### src/rtl/uart_lcd_pkg.sv
// Shared definitions for the UART-to-LCD writer: HD44780 command bytes, control
// characters, FSM state encoding and small width helpers.
package uart_lcd_pkg;

  // HD44780 commands (8-bit interface)
  localparam logic [7:0] WAKE_8B     = 8'h30;
  localparam logic [7:0] FUNC_SET_8B = 8'h38;
  localparam logic [7:0] DISP_OFF    = 8'h08;
  localparam logic [7:0] CLEAR       = 8'h01;
  localparam logic [7:0] ENTRY_INC   = 8'h06;
  localparam logic [7:0] DISP_ON     = 8'h0C;
  localparam logic [7:0] SET_DDRAM   = 8'h80;
  localparam logic [7:0] LINE2_BASE  = 8'h40;

  // Control characters interpreted from the byte stream
  localparam logic [7:0] CHAR_LF = 8'h0A;
  localparam logic [7:0] CHAR_FF = 8'h0C;
  localparam logic [7:0] CHAR_CR = 8'h0D;

  localparam int unsigned INIT_LEN = 8;

  typedef enum logic [2:0] {
    StPwrup, StIdle, StDecode, StSetup, StEHigh, StHold, StExec
  } lcd_state_e;

  function automatic int unsigned clog2(input int unsigned v);
    int unsigned r;
    r = 0;
    for (int i = 0; i < 32; i++) begin
      if ((64'd1 << i) < 64'(v)) r = i + 1;
    end
    return r;
  endfunction

  function automatic int unsigned max_u(input int unsigned a, input int unsigned b);
    return (a > b) ? a : b;
  endfunction

  // Power-up command list; the first three wake-ups force 8-bit mode from any state
  function automatic logic [7:0] init_cmd(input logic [2:0] idx);
    logic [7:0] c;
    case (idx)
      3'd0, 3'd1, 3'd2: c = WAKE_8B;
      3'd3:             c = FUNC_SET_8B;
      3'd4:             c = DISP_OFF;
      3'd5:             c = CLEAR;
      3'd6:             c = ENTRY_INC;
      default:          c = DISP_ON;
    endcase
    return c;
  endfunction

endpackage

### src/rtl/byte_fifo.sv
// Synchronous byte FIFO with show-ahead read data.
// Ports: clk/rst_n clock and async active-low reset; push/din write; pop read (dout is the
// head entry while not empty); full/empty status. Push while full is ignored, pop while
// empty is ignored, push and pop together both take effect.
module byte_fifo
  import uart_lcd_pkg::*;
#(
  parameter int unsigned DEPTH = 16
) (
  input  logic       clk,
  input  logic       rst_n,
  input  logic       push,
  input  logic [7:0] din,
  input  logic       pop,
  output logic [7:0] dout,
  output logic       full,
  output logic       empty
);

  localparam int unsigned AW = clog2(DEPTH);

  logic [7:0]  mem [DEPTH];
  logic [AW-1:0] wr_ptr_q, rd_ptr_q;
  logic [AW:0]   count_q;
  logic          do_push, do_pop;

  assign full    = (count_q == (AW + 1)'(DEPTH));
  assign empty   = (count_q == '0);
  assign do_push = push & ~full;
  assign do_pop  = pop & ~empty;
  assign dout    = mem[rd_ptr_q];

  always_ff @(posedge clk) begin
    if (do_push) mem[wr_ptr_q] <= din;
  end

  always_ff @(posedge clk or negedge rst_n) begin
    if (!rst_n) begin
      wr_ptr_q <= '0;
      rd_ptr_q <= '0;
      count_q  <= '0;
    end else begin
      if (do_push) wr_ptr_q <= wr_ptr_q + 1'b1;
      if (do_pop)  rd_ptr_q <= rd_ptr_q + 1'b1;
      if (do_push && !do_pop)      count_q <= count_q + 1'b1;
      else if (!do_push && do_pop) count_q <= count_q - 1'b1;
    end
  end

endmodule

### src/rtl/uart_lcd_writer.sv
// Prints bytes received from a UART on a 16x2 HD44780 LCD (8-bit, write-only).
// Ports: clk_50M/rst_n clock and async active-low reset; rx_data/rx_dr received byte and
// its (asynchronous) data-ready level; lcd_rs/lcd_rw/lcd_e/lcd_db LCD bus; busy high unless
// idle with nothing buffered; fifo_full buffer full; overflow sticky byte-dropped flag.
module uart_lcd_writer
  import uart_lcd_pkg::*;
#(
  parameter int unsigned FIFO_DEPTH    = 16,
  parameter int unsigned COLS          = 16,
  parameter int unsigned T_POWERUP_CYC = 750000,
  parameter int unsigned T_INIT1_CYC   = 205000,
  parameter int unsigned T_INIT2_CYC   = 5000,
  parameter int unsigned T_CMD_CYC     = 2000,
  parameter int unsigned T_CLR_CYC     = 82000,
  parameter int unsigned T_SETUP_CYC   = 2,
  parameter int unsigned T_EHIGH_CYC   = 25,
  parameter int unsigned T_HOLD_CYC    = 2
) (
  input  logic       clk_50M,
  input  logic       rst_n,
  input  logic [7:0] rx_data,
  input  logic       rx_dr,
  output logic       lcd_rs,
  output logic       lcd_rw,
  output logic       lcd_e,
  output logic [7:0] lcd_db,
  output logic       busy,
  output logic       fifo_full,
  output logic       overflow
);

  localparam int unsigned T_MAX = max_u(max_u(max_u(T_POWERUP_CYC, T_INIT1_CYC),
      max_u(T_INIT2_CYC, T_CMD_CYC)), max_u(max_u(T_CLR_CYC, T_SETUP_CYC),
      max_u(T_EHIGH_CYC, T_HOLD_CYC)));
  localparam int unsigned CNT_W = clog2(T_MAX + 1);
  localparam int unsigned COL_W = clog2(COLS);
  localparam logic [COL_W-1:0] COL_LAST = COL_W'(COLS - 1);

  function automatic logic [7:0] ddram_addr(input logic row, input logic [COL_W-1:0] col);
    logic [7:0] a;
    a = SET_DDRAM | 8'(col);
    if (row) a = a | LINE2_BASE;
    return a;
  endfunction

  lcd_state_e       state_q, state_d;
  logic [CNT_W-1:0] cnt_q, cnt_d, exec_q, exec_d;
  logic             init_q, init_d, addr_pend_q, addr_pend_d;
  logic [2:0]       init_idx_q, init_idx_d;
  logic             row_q, row_d;
  logic [COL_W-1:0] col_q, col_d;
  logic [7:0]       byte_q, byte_d, db_q, db_d;
  logic             rs_q, rs_d, e_q, e_d;
  logic             rx_meta_q, rx_sync_q, rx_prev_q, overflow_q;
  logic             push, pop, fifo_empty, cnt_zero;
  logic [7:0]       fifo_dout;
  logic             start_wr, wr_rs;
  logic [7:0]       wr_db;

  // rx_dr comes from the slow UART domain: synchronise, then take its rising edge
  assign push = rx_sync_q & ~rx_prev_q;

  byte_fifo #(.DEPTH(FIFO_DEPTH)) u_fifo (
    .clk   (clk_50M),
    .rst_n (rst_n),
    .push  (push),
    .din   (rx_data),
    .pop   (pop),
    .dout  (fifo_dout),
    .full  (fifo_full),
    .empty (fifo_empty)
  );

  assign cnt_zero = (cnt_q == '0);

  always_comb begin
    state_d     = state_q;
    cnt_d       = cnt_q;
    exec_d      = exec_q;
    init_d      = init_q;
    init_idx_d  = init_idx_q;
    addr_pend_d = addr_pend_q;
    row_d       = row_q;
    col_d       = col_q;
    byte_d      = byte_q;
    rs_d        = rs_q;
    db_d        = db_q;
    pop         = 1'b0;
    start_wr    = 1'b0;
    wr_rs       = 1'b0;
    wr_db       = 8'h00;

    unique case (state_q)
      StPwrup: begin
        if (cnt_zero) begin
          start_wr = 1'b1;
          wr_db    = init_cmd(3'd0);
        end else begin
          cnt_d = cnt_q - 1'b1;
        end
      end
      StIdle: begin
        if (!fifo_empty) begin
          pop     = 1'b1;
          byte_d  = fifo_dout;
          state_d = StDecode;
        end
      end
      StDecode: begin
        if (byte_q >= 8'h20 && byte_q <= 8'h7E) begin
          start_wr = 1'b1;
          wr_rs    = 1'b1;
          wr_db    = byte_q;
          // Wrap to the start of the other line; the address is set after this write
          if (col_q == COL_LAST) begin
            col_d       = '0;
            row_d       = ~row_q;
            addr_pend_d = 1'b1;
          end else begin
            col_d = col_q + 1'b1;
          end
        end else if (byte_q == CHAR_CR) begin
          col_d    = '0;
          start_wr = 1'b1;
          wr_db    = ddram_addr(row_q, '0);
        end else if (byte_q == CHAR_LF) begin
          row_d    = ~row_q;
          col_d    = '0;
          start_wr = 1'b1;
          wr_db    = ddram_addr(~row_q, '0);
        end else if (byte_q == CHAR_FF) begin
          row_d    = 1'b0;
          col_d    = '0;
          start_wr = 1'b1;
          wr_db    = CLEAR;
        end else begin
          state_d = StIdle;
        end
      end
      StSetup: begin
        if (cnt_zero) begin
          state_d = StEHigh;
          cnt_d   = CNT_W'(T_EHIGH_CYC - 1);
        end else begin
          cnt_d = cnt_q - 1'b1;
        end
      end
      StEHigh: begin
        if (cnt_zero) begin
          state_d = StHold;
          cnt_d   = CNT_W'(T_HOLD_CYC - 1);
        end else begin
          cnt_d = cnt_q - 1'b1;
        end
      end
      StHold: begin
        if (cnt_zero) begin
          state_d = StExec;
          cnt_d   = exec_q;
        end else begin
          cnt_d = cnt_q - 1'b1;
        end
      end
      StExec: begin
        if (!cnt_zero) begin
          cnt_d = cnt_q - 1'b1;
        end else if (init_q) begin
          if (init_idx_q == 3'(INIT_LEN - 1)) begin
            init_d  = 1'b0;
            state_d = StIdle;
          end else begin
            init_idx_d = init_idx_q + 3'd1;
            start_wr   = 1'b1;
            wr_db      = init_cmd(init_idx_q + 3'd1);
          end
        end else if (addr_pend_q) begin
          addr_pend_d = 1'b0;
          start_wr    = 1'b1;
          wr_db       = ddram_addr(row_q, col_q);
        end else begin
          state_d = StIdle;
        end
      end
      default: state_d = StPwrup;
    endcase

    if (start_wr) begin
      state_d = StSetup;
      cnt_d   = CNT_W'(T_SETUP_CYC - 1);
      rs_d    = wr_rs;
      db_d    = wr_db;
      if (init_d && init_idx_d == 3'd0)      exec_d = CNT_W'(T_INIT1_CYC - 1);
      else if (init_d && init_idx_d == 3'd1) exec_d = CNT_W'(T_INIT2_CYC - 1);
      else if (!wr_rs && wr_db == CLEAR)     exec_d = CNT_W'(T_CLR_CYC - 1);
      else                                   exec_d = CNT_W'(T_CMD_CYC - 1);
    end
  end

  // E is registered from the next state so the strobe is glitch-free
  assign e_d = (state_d == StEHigh);

  always_ff @(posedge clk_50M or negedge rst_n) begin
    if (!rst_n) begin
      state_q     <= StPwrup;
      cnt_q       <= CNT_W'(T_POWERUP_CYC - 1);
      exec_q      <= '0;
      init_q      <= 1'b1;
      init_idx_q  <= 3'd0;
      addr_pend_q <= 1'b0;
      row_q       <= 1'b0;
      col_q       <= '0;
      byte_q      <= 8'h00;
      rs_q        <= 1'b0;
      db_q        <= 8'h00;
      e_q         <= 1'b0;
      rx_meta_q   <= 1'b0;
      rx_sync_q   <= 1'b0;
      rx_prev_q   <= 1'b0;
      overflow_q  <= 1'b0;
    end else begin
      state_q     <= state_d;
      cnt_q       <= cnt_d;
      exec_q      <= exec_d;
      init_q      <= init_d;
      init_idx_q  <= init_idx_d;
      addr_pend_q <= addr_pend_d;
      row_q       <= row_d;
      col_q       <= col_d;
      byte_q      <= byte_d;
      rs_q        <= rs_d;
      db_q        <= db_d;
      e_q         <= e_d;
      rx_meta_q   <= rx_dr;
      rx_sync_q   <= rx_meta_q;
      rx_prev_q   <= rx_sync_q;
      if (push && fifo_full) overflow_q <= 1'b1;
    end
  end

  assign lcd_rs   = rs_q;
  assign lcd_rw   = 1'b0;
  assign lcd_e    = e_q;
  assign lcd_db   = db_q;
  assign overflow = overflow_q;
  assign busy     = !((state_q == StIdle) && fifo_empty);

endmodule
### config.mk
export PLATFORM = sky130hd
export DESIGN_NAME = uart_lcd_writer
export DESIGN_NICKNAME = d
export VERILOG_FILES = /design/src/rtl/uart_lcd_pkg.sv /design/src/rtl/byte_fifo.sv /design/src/rtl/uart_lcd_writer.sv
export SDC_FILE = /design/constraint.sdc
export NUM_CORES = 1
export LEC_CHECK = 0
export CORE_MARGIN = 5
export CORE_UTILIZATION = 40
export DETAILED_ROUTE_END_ITERATION = 10
export SYNTH_ARGS = -nofsm -noshare
export SYNTH_HDL_FRONTEND = slang
export SYNTH_SLANG_ARGS = --single-unit
### constraint.sdc
create_clock -name clk_50M -period 2.84 [get_ports clk_50M]
set_input_delay 0.568 -clock clk_50M [delete_from_list [all_inputs] [get_ports clk_50M]]
set_output_delay 0.568 -clock clk_50M [all_outputs]
set_load 0.02 [all_outputs]
Yosys cells after proc, flatten, opt, wreduce, memory -nomap -nowiden
Memories as Yosys holds them, arrays and structs flattened. A register that Yosys moved wholly into a read port is not among the register bits.
Cells that the tools add are included.
{"block": "totals", "regBits": 80, "ramBits": 128, "input_bits": 11, "out_inout_bits": 14, "elab_cells": 170, "n_memories": 1}
{"block": "classes", "add_sub_neg": 7, "order_cmp": 2, "n_eq_ne": 28, "n_mux": 77, "bitwise_logic": 7, "reduce_logical": 30}
{"name": "u_fifo.mem", "depth": 16, "word_bits": 8, "read_ports": 1, "rd_ports_with_merged_regs": 1, "write_ports": 1, "line": "byte_fifo.sv:22", "rtl": "logic [7:0] mem [DEPTH];"}
{"operator": "$mux 20", "n": 5}
{"operator": "$pmux 20 s4", "n": 1}
{"operator": "$mux 3", "n": 17}
{"operator": "$mux 8", "n": 6}
{"operator": "$mux 17", "n": 2}
{"operator": "$pmux 6 s5", "n": 1}
{"operator": "$mux 1", "n": 28}
{"operator": "$eq 3x3->1 const B", "n": 8}
{"operator": "$eq 8x4->1 const B", "n": 3}
{"operator": "$pmux 8 s3", "n": 1}
{"operator": "$mux 7", "n": 3}
{"operator": "$pmux 3 s7", "n": 1}
{"operator": "$logic_not 20->1", "n": 1}
{"operator": "$mux 4", "n": 5}
{"operator": "$sub 20x1->20 const B", "n": 1}
{"operator": "$mux 18", "n": 1}
{"operator": "$add 4x1->4 const B", "n": 3}
{"operator": "$eq 3x2->1 const B", "n": 4}
{"operator": "$mux 6", "n": 2}
{"operator": "$mux 5", "n": 2}
{"operator": "$ne 2x2->1 const B", "n": 5}
{"operator": "$eq 3x1->1 const B", "n": 3}
{"operator": "$logic_not 3->1", "n": 3}
{"operator": "$eq 8x1->1 const B", "n": 1}
{"operator": "25 further kinds", "n": 44}

Depth between registers and ports, before layout
Gate-level depths: netlist (run 1).
{"block": "depth", "ltp_word": 13, "depth_mapped": 13, "ltp_nobuf": 12}

Modules after synthesis
From an unflattened synthesis (run 1), not the netlist that was laid out.
{"block": "hier_totals", "cells_unflattened": 753, "hier_area_um2": 9766.9}
{"mod": "byte_fifo", "n_inst": 1, "cells_each": 322, "area_each_um2": 5770.5}
{"mod": "uart_lcd_writer", "n_inst": 1, "cells_each": 431, "area_each_um2": 3996.3}

Worst setup path after synthesis (run 1)
Ideal clock, no wire load.
{"block": "synth_timing", "kind": "reg2reg", "start": "reg u_fifo.count_q[0]", "end": "reg u_fifo.count_q[4]", "arrival_time_ps": 2736, "t_required_ps": 2715, "path_slack_ps": -22, "stages_incl_launch_ff": 14, "n_path_buf": 1, "period_less_slack_ps": 2862, "path_cell_list": "dfrtp_1 -> nor4_1 -> nand2b_1 -> and3_1 -> inv_1 -> clkbuf_1 -> ha_1 -> inv_1 -> fa_1 -> a21o_1 -> a21oi_1 -> xnor2_1 -> nor2_1 -> xor2_1"}
{"block": "synth_via", "elab_chain_len": 7}
{"item": "start: declaration", "line": "byte_fifo.sv:24", "rtl": "logic [AW:0] count_q;"}
{"item": "start signal: assignment", "line": "byte_fifo.sv:45", "rtl": "if (do_push && !do_pop) count_q <= count_q + 1'b1;"}
{"item": "start signal: assignment", "line": "byte_fifo.sv:46", "rtl": "else if (!do_push && do_pop) count_q <= count_q - 1'b1;"}
{"item": "$logic_not 5->1", "line": "byte_fifo.sv:28", "rtl": "assign empty = (count_q == '0);"}
{"item": "$mux 1", "line": "uart_lcd_writer.sv:103", "rtl": "if (!fifo_empty) begin"}
{"item": "$mux 1", "line": "uart_lcd_writer.sv:93", "rtl": "unique case (state_q)"}
{"item": "$and 1x1->1", "line": "byte_fifo.sv:30", "rtl": "assign do_pop = pop & ~empty;"}
{"item": "$logic_not 1->1", "line": "byte_fifo.sv:45"}
{"item": "$logic_and 1x1->1", "line": "byte_fifo.sv:45"}
{"item": "$mux 5 or $reduce_bool 2->1 (tied branches)"}
Several ways; a longest one is shown, not always the timed one. The select of a mux whose other input is x is not followed.
A chain may end at the register's enable or synchronous reset.

Worst setup path after layout (run 1)
{"block": "layout_timing", "start": "reg cnt_q[9]", "end": "reg exec_q[9]"}
{"block": "layout_via", "elab_chain_len": 8}
{"item": "start: declaration", "line": "uart_lcd_writer.sv:47", "rtl": "logic [CNT_W-1:0] cnt_q, cnt_d, exec_q, exec_d;"}
{"item": "start signal: assignment", "line": "uart_lcd_writer.sv:205", "rtl": "cnt_q <= CNT_W'(T_POWERUP_CYC - 1);"}
{"item": "start signal: assignment", "line": "uart_lcd_writer.sv:222", "rtl": "cnt_q <= cnt_d;"}
{"item": "$logic_not 20->1 (*)", "line": "uart_lcd_writer.sv:74", "rtl": "assign cnt_zero = (cnt_q == '0);"}
{"item": "$mux 8 or $mux 6 (tied branches)", "line": "uart_lcd_writer.sv:165, uart_lcd_writer.sv:95"}
{"item": "$pmux 8 s3", "line": "uart_lcd_writer.sv:93"}
{"item": "$eq 8x1->1", "line": "uart_lcd_writer.sv:194", "rtl": "else if (!wr_rs && wr_db == CLEAR) exec_d = CNT_W'(T_CLR_CYC - 1);"}
{"item": "$logic_and 1x1->1", "line": "uart_lcd_writer.sv:194"}
{"item": "$mux 17", "line": "uart_lcd_writer.sv:194"}
{"item": "$mux 17", "line": "uart_lcd_writer.sv:193", "rtl": "else if (init_d && init_idx_d == 3'd1) exec_d = CNT_W'(T_INIT2_CYC - 1);"}
{"item": "$mux 18", "line": "uart_lcd_writer.sv:192", "rtl": "if (init_d && init_idx_d == 3'd0) exec_d = CNT_W'(T_INIT1_CYC - 1);"}
{"item": "end signal: assignment", "line": "uart_lcd_writer.sv:206", "rtl": "exec_q <= '0;"}
{"item": "end signal: assignment", "line": "uart_lcd_writer.sv:223", "rtl": "exec_q <= exec_d;"}
{"item": "end: declaration", "line": "uart_lcd_writer.sv:47"}
Mark *: on every way between the ends. The rest lies on a longest branch, timed or not.

==> results.md, run 1 <==
* Layout cell share with drive strength beyond 1 at 19.6%
* First-pass GRT wire length at 34,300 um
* R2R Setup Slk at 0.08 ns
* EDFF count, synth at 128
* Starting density of the core at 40.4%
* Die width at 164 um
* Post-route clock period utilization at 97.3%
* TritonCTS Buffers at 24
* Vias per std cell at 5.56
* GR met3 Demand/Resource at 2.69%
* Worst-margin pin slew at 0.688 ns
* Crit-path max FO at 7
* Setup TNS Final at 0 ns
* Number of H-tree branching levels at 1
* Synthesis Warnings at 0
* Kind of critical path: flip-flop to flip-flop
* IO Count at 25
* Worst hold path class: input port to async pin
* Leading cell type in the layout, fill and taps excluded: edfxtp_1
* Status: complete, no violations
* Final instance area at 0.0109 mm2
* Fmax at 362 MHz
* Grt met2 use at 25.3%
* Post-Synth XOR/XNOR Area at 1.48%
* Top-area cell type share of the netlist area at 40.7%
* Tmin final at 2.76 ns
* Clock Pin Slew Worst Setup and Hold Paths at 0.06 ns
* CTS sink cnt at 206
* Peak VDD IR at 0.468 mV
* Vias in the first global route at 6,269
* CTS Root Buffer Type: clkbuf_16
* DIE AREA at 0.0268 mm2
* Final #Nets at 780
* Port Buffers at 23
* Syn Inst Count at 697
* Routed Antenna Nets at 0
* Clk Latency, worst-skew pair at 0.53 ns
* Crit path to: exec_q[9]$_DFFE_PN0P_
* Cell Pwr Density at 621 mW/mm2
* Final clock skew at 0.00862 ns
* DR iter-0 viols at 495
* Non-Filler Instances at 1,086
* Main combinational cell family by area after synthesis: simple AND/OR/NAND/NOR gates
* Wire per inst at 19.2 um
* Post-Synth Adder-Cell Area at 2.73%
* Syn_area_per_cell at 13.6 um2
* Post-synthesis mux area share at 9.88%
* Simple-gate portion of the synthesized area at 12.7%
* Fin worst setup slack at 0.0770 ns
* Syn nets at 728
* Cell taking the most area after synthesis: edfxtp_1
* Most frequent cells in the layout: 128 x edfxtp_1, 76 x nand2_1, 61 x dfrtp_1, 43 x nor2_1, 40 x mux4_2
* Core Area at 0.0234 mm2
* Final HPWL DP at 14,500 um
* Dpl cells at 1,042
* Final setup viols at 0
* CP endpoint kind: flip-flop
* RSZ-0062 raised after global routing: no
* TritonCTS clock tree: built
* Sequential element share of the synthesized area at 61.5%
* Row cnt at 56
* Yosys cell types at 75
* Layout overhead on the synthesized area at 15.8%
* Static leakage at 3.89 nW
* Busiest grt layer: met2
* Post-synth ARST share at 37.9%
* Relative slew slack at 53.8%
* Via count at 6,034
* Grt met1 use at 23.0%
* WL final at 20,900 um
* Startpoint Class: flip-flop
* Initial DRT Pass Iterations at 5
* Reg2Reg Capture Point: exec_q[9]$_DFFE_PN0P_
* Clock tree buffer depth at 3
* Die Ht at 164 um
* Compound-Gate Fraction of Synth Area at 9.64%
* CP Data Required Time at 3.25 ns
* Fin. Hold Viols at 0
* Grt ovf at 0
* Worst flop-to-flop path startpoint: cnt_q[9]$_DFFE_PN0P_
* GRT Util Overall at 16.1%
* Main synth FF type: edfxtp_1
* Worst EP arrival at 3.17 ns
* Pre-CTS setup slack at 0.0611 ns
* FF-to-FF path depth at 6
* DRC at 0
* Initial antenna violation count at 0
* Syn Std Cell Area at 0.00945 mm2
* Max Slew Vio Count at 0
* Final GP Congestion at 0.817
* Register bit total from synthesis at 206
* Largest net degree at the start of global routing at 42
* Placement-stage cell area at 0.0102 mm2
* Synth area leaders: edfxtp_1 41%, dfrtp_1 17%, mux4_2 9.5%
* Ant diodes at 0
* Setup crit start: cnt_q[9]$_DFFE_PN0P_
* Max-Cap Viols at 0
[cell type report]
type	instances	area (um2)
fill	2077	12500
sequential	206	5820
multi-input combinational	449	3470
clock buffer	27	612
timing repair buffer	54	483
tap	319	399
clock inverter	17	110
inverter	14	52.6
[synth_stat cells, types with 4 or more instances]
cell type    n
nand2b_1     9
clkbuf_1    18
a21o_1       4
nand2_1     76
xnor2_1     11
dfrtp_1     64
inv_1       14
nor2b_1      5
o31ai_1      9
nor4_1       7
a21oi_1     24
and2_1      16
and3_1       4
nand3_1     21
o21ai_0     39
dfstp_2     14
buf_1        6
nor2_1      44
a31oi_1      4
or3_1        4
mux4_2      40
edfxtp_1   128
xor2_1       5
o211ai_1     8
ha_1        19
nor3_1      14
nor3b_1      5
a221o_1      6
[state kept, by name, indices dropped and copies added (netlist names)]
register,flops
u_fifo.mem,128
cnt_q,20
exec_q,10
byte_q,8
lcd_db,8
u_fifo.count_q,5
col_q,4
u_fifo.rd_ptr_q,4
u_fifo.wr_ptr_q,4
init_idx_q,3
state_q,3
addr_pend_q,1
init_q,1
lcd_e,1
lcd_rs,1
overflow,1
row_q,1
rx_meta_q,1
rx_prev_q,1
rx_sync_q,1
[critical path, cell delays in order, from the launching register on]
cell and delay (ns):
dfrtp_2 0.45, or4_4 0.53, or4_4 0.50, or4_4 0.57, a211oi_4 0.30, a21oi_2 0.09, a22o_1 0.22
[repair_timing]
action	CTS	global route
cloned	0	0
gates resized for setup	3	6
hold buffers	0	0
buffers inserted	0	0
setup endpoints to repair	2	8
pin swaps	0	0
[kinds of logic after synthesis]
| logic type | after synthesis |
|---|---|
| AOI/OAI and AO/OA | 135 |
| xor gates and xnor gates | 16 |
| adders and majority gates | 20 |
| buffers and inverters | 42 |
| DFF | 206 |
| muxes | 43 |
| other | 1 |
| and+or+nand+nor | 234 |
[where the power goes]
| group | internal [mW] | switching (mW) | leakage, nW |
|---|---|---|---|
| registers | 3.36 | 0.114 | 2.10 |
| logic | 0.237 | 0.311 | 1.43 |
| clock network | 1.56 | 1.22 | 0.358 |
| total | 5.16 | 1.64 | 3.89 |
[worst min path at each step]
stage,cells after the start,to,startpoint
6_report,1,addr_pend_q$_DFFE_PN0P_,rst_n
5_1_grt,1,col_q[0]$_DFFE_PN0P_,rst_n
4_1_cts,1,lcd_e$_DFF_PN0_,rst_n
3_5_place_dp,0,rx_sync_q$_DFF_PN0_,rx_meta_q$_DFF_PN0_
3_3_place_gp,0,rx_sync_q$_DFF_PN0_,rx_meta_q$_DFF_PN0_
2_1_floorplan,0,addr_pend_q$_DFFE_PN0P_,rst_n
[stage by stage]
stage                     hold WS (ns)  util, %  power, mW
after floorplan                  0.272        -       3.83
after global placement           0.333     43.6       4.01
after detailed placement         0.344     43.6       4.07
after CTS                       0.0280     46.7       6.87
after global routing            0.0634     46.8       7.08
final                           0.0236     46.8       6.80
[layer usage]
metal | part of all wire (%) | up-vias
li1 | - | 2767
met1 | 44 | 3030
met2 | 47 | 196
met3 | 5.8 | 41
met4 | 2.8 | 0
met5 | 0 | -
No activity file was read; power rests on OpenSTA's default activity.
==> run 2: changes to the inputs <==
- CORE_MARGIN: 5 -> unset
==> run 2 against run 1 <==
Final cell count fell by 0.46%. Sequential power barely moved. Register-to-register slack barely moved. Non-clock buffer count rose by 4. Sequential share of layout area barely moved. Fmax rose by 0.23%. Critical endpoint unchanged. Clock power rose by 4%. Clock skew barely moved. Critical path type unchanged.
==> results.md, run 2 (synthesis gave the netlist of run 1 again) <==
* Setup TNS Final at 0 ns (unchanged)
* CP most frequent cell: or4_4
* FF-to-FF path depth at 6 (unchanged)
* Row cnt at 55 (-1.8%)
* Logic pwr share at 7.9% (-0.2 points)
* Startpoint Class: flip-flop
* Status: complete, no violations
* Largest regs: u_fifo.mem (128), cnt_q (20), exec_q (10)
* Clock share of power at 41.7% (+0.9 points)
* Final clock skew at 0.00813 ns (-0.000484 ns)
* Clock tree buffer depth at 3 (unchanged)
* Routed Antenna Nets at 0 (unchanged)
* Layout overhead on the synthesized area at 15.8% (about the same)
* Final GP Congestion at 0.875 (+7.1%)
* CP peak stage delay at 0.59 ns (+0.02 ns)
* Static leakage at 3.91 nW (+0.58%)
* Largest Register: u_fifo.mem
* CTS Root Buffer Type: clkbuf_16
* Clock Pin Slew Worst Setup and Hold Paths at 0.06 ns (about the same)
* Number of H-tree branching levels at 1 (unchanged)
* Vias in the first global route at 6,015 (-4.1%)
* Worst EP arrival at 3.16 ns (about the same)
* Buf/Inv on CP at 0 (unchanged)
* Kind of critical path: flip-flop to flip-flop
* Final HPWL DP at 14,700 um (+1.4%)
* Tmin final at 2.76 ns (-0.00643 ns)
* Max-Cap Viols at 0 (unchanged)
* Ant diodes at 0 (unchanged)
* RSZ-0062 raised after global routing: no
* CP Depth at 6 (unchanged)
* Grt met1 use at 26.0% (+3.0 points)
* Fin worst setup slack at 0.0834 ns (+0.00643 ns)
* Via count at 6,072 (+0.63%)
* DRC at 0 (unchanged)
* Non-Filler Instances at 1,081 (-0.46%)
* Fin. Hold Viols at 0 (unchanged)
* Leading cell type in the layout, fill and taps excluded: edfxtp_1
* Hold_buf cts at 0 (unchanged)
* Worst flop-to-flop path startpoint: cnt_q[15]$_DFFE_PN0P_
* Post CTS Setup Buffer Count at 0 (unchanged)
* WL final at 21,200 um (+1.3%)
* Vias per std cell at 5.62 (+1.1%)
* Seq pwr share at 50.4% (-0.7 points)
* Core Area at 0.0229 mm2 (-2.1%)
* Max Slew Vio Count at 0 (unchanged)
* TritonCTS Buffers at 23 (-4.2%)
* Layout cell share with drive strength beyond 1 at 19.0% (-0.55 points)
* CTS sink cnt at 206 (unchanged)
* Largest net degree at the start of global routing at 43 (+2.4%)
* Total net switching power at 1.62 mW (-1.1%)
* Initial DRT Pass Iterations at 5 (unchanged)
* Peak VDD IR at 0.441 mV (-5.8%)
* IO Count at 25 (unchanged)
* Pre-CTS setup slack at 0.0540 ns (-0.00706 ns)
* Final setup viols at 0 (unchanged)
* Post-route clock period utilization at 97.1% (-0.23 points)
* Dpl cells at 1,040 (-0.19%)
* TritonCTS clock tree: built
* Final Hold Slack at 0.0404 ns (+0.0168 ns)
* Relative slew slack at 37.2% (-17 points)
* Die width at 156 um (-4.9%)
* Crit-path max FO at 6 (-1)
* CP top delay family: simple AND/OR/NAND/NOR gates
* Worst hold path class: input port to async pin
* Cell internal pwr at 5.27 mW (+2.2%)
* DIE AREA at 0.0242 mm2 (-9.5%)
* Fmax at 363 MHz (+0.23%)
* CP Cell Sequence: or4_1, or4_4, or4_4, a211oi_4, a21oi_2, a22o_1
* Grt met2 use at 28.3% (+3.0 points)
* GR met3 Demand/Resource at 2.64% (-0.046 points)
* Die Ht at 156 um (-4.9%)
* Switching Fraction at 23.5% (-0.61 points)
* CP endpoint kind: flip-flop
* CP Data Required Time at 3.24 ns (about the same)
* Setup crit start: cnt_q[15]$_DFFE_PN0P_
* GRT Util Overall at 18.1% (+2.0 points)
* Final #Nets at 783 (+0.38%)
* First-pass GRT wire length at 33,800 um (-1.5%)
* Max reg flops at 128 (unchanged)
* Worst-margin pin slew at 0.935 ns (+0.248 ns)
* Slowest CP cell: or4_1
* DR iter-0 viols at 506 (+2.2%)
* Port Buffers at 23 (unchanged)
* Starting density of the core at 41.2% (+0.86 points)
* Busiest grt layer: met2
* Final core occ at 47.7% (+0.97 points)
* Grt ovf at 0 (unchanged)
* Cell Pwr Density at 630 mW/mm2 (+1.5%)
* Initial antenna violation count at 0 (unchanged)
* Wire per inst at 19.6 um (+1.8%)
* Clk Latency, worst-skew pair at 0.52 ns (about the same)
* Most frequent cells in the layout: 128 x edfxtp_1, 76 x nand2_1, 62 x dfrtp_1, 43 x nor2_1, 40 x mux4_2
==> run 2: cell types whose count changed in the layout (fill, tap and decap cells not counted), sizes merged <==
cell	change
clkinv	-8
buf	+4
bufinv	+2
clkbuf	+2
dlygate4sd2	-1
dlymetal6s2s	+1
inv	+1
==> run 2: power groups by stage <==
stage	sequential [mW]	combinational, mW	clock, mW
after CTS	3.46	0.549	2.92
after global routing	3.49	0.606	3.05
after floorplan	3.50	0.332	0
after global placement	3.50	0.518	0
final	3.47	0.545	2.88
after detailed placement	3.51	0.542	0
==> run 2: what timing repair did <==
item	CTS	global route
resized for setup	3	4
endpoints found under the setup margin	2	2
gates cloned	0	0
==> run 2: cell type report <==
type                    instances  area [um2]
inverters                      14        52.6
flip-flops and latches        206        5820
clock inverters                12         121
repair buffers                 58         492
well taps                     313         392
fillers                      2020       12000
multi-input cells             449        3470
clock buffers                  29         598
==> run 2: metrics by stage <==
step	power, mW	cell area, um2
2_1_floorplan	3.83	9450
3_3_place_gp	4.02	10200
3_5_place_dp	4.06	10200
4_1_cts	6.94	10900
5_1_grt	7.15	10900
6_report	6.90	10900
==> run 2: path summary, 6_finish.rpt <==
path                                                 to  slack (ns)
worst max-delay path              exec_q[9]$_DFFE_PN0P_        0.08
worst min-delay path            init_idx_q[2]$_DFF_PN0_        0.04
worst max register to register    exec_q[9]$_DFFE_PN0P_        0.08
worst min register to register      rx_sync_q$_DFF_PN0_        0.35
max in group asynchronous         cnt_q[12]$_DFFE_PN1P_        2.06
min in group clk_50M                rx_sync_q$_DFF_PN0_        0.35
==> run 2: layer usage <==
metal | routed length (um) | share of wire [%]
met4 | 519 | 2.5
met2 | 9880 | 47
met1 | 9750 | 46
met3 | 1030 | 4.9
met5 | 0 | 0
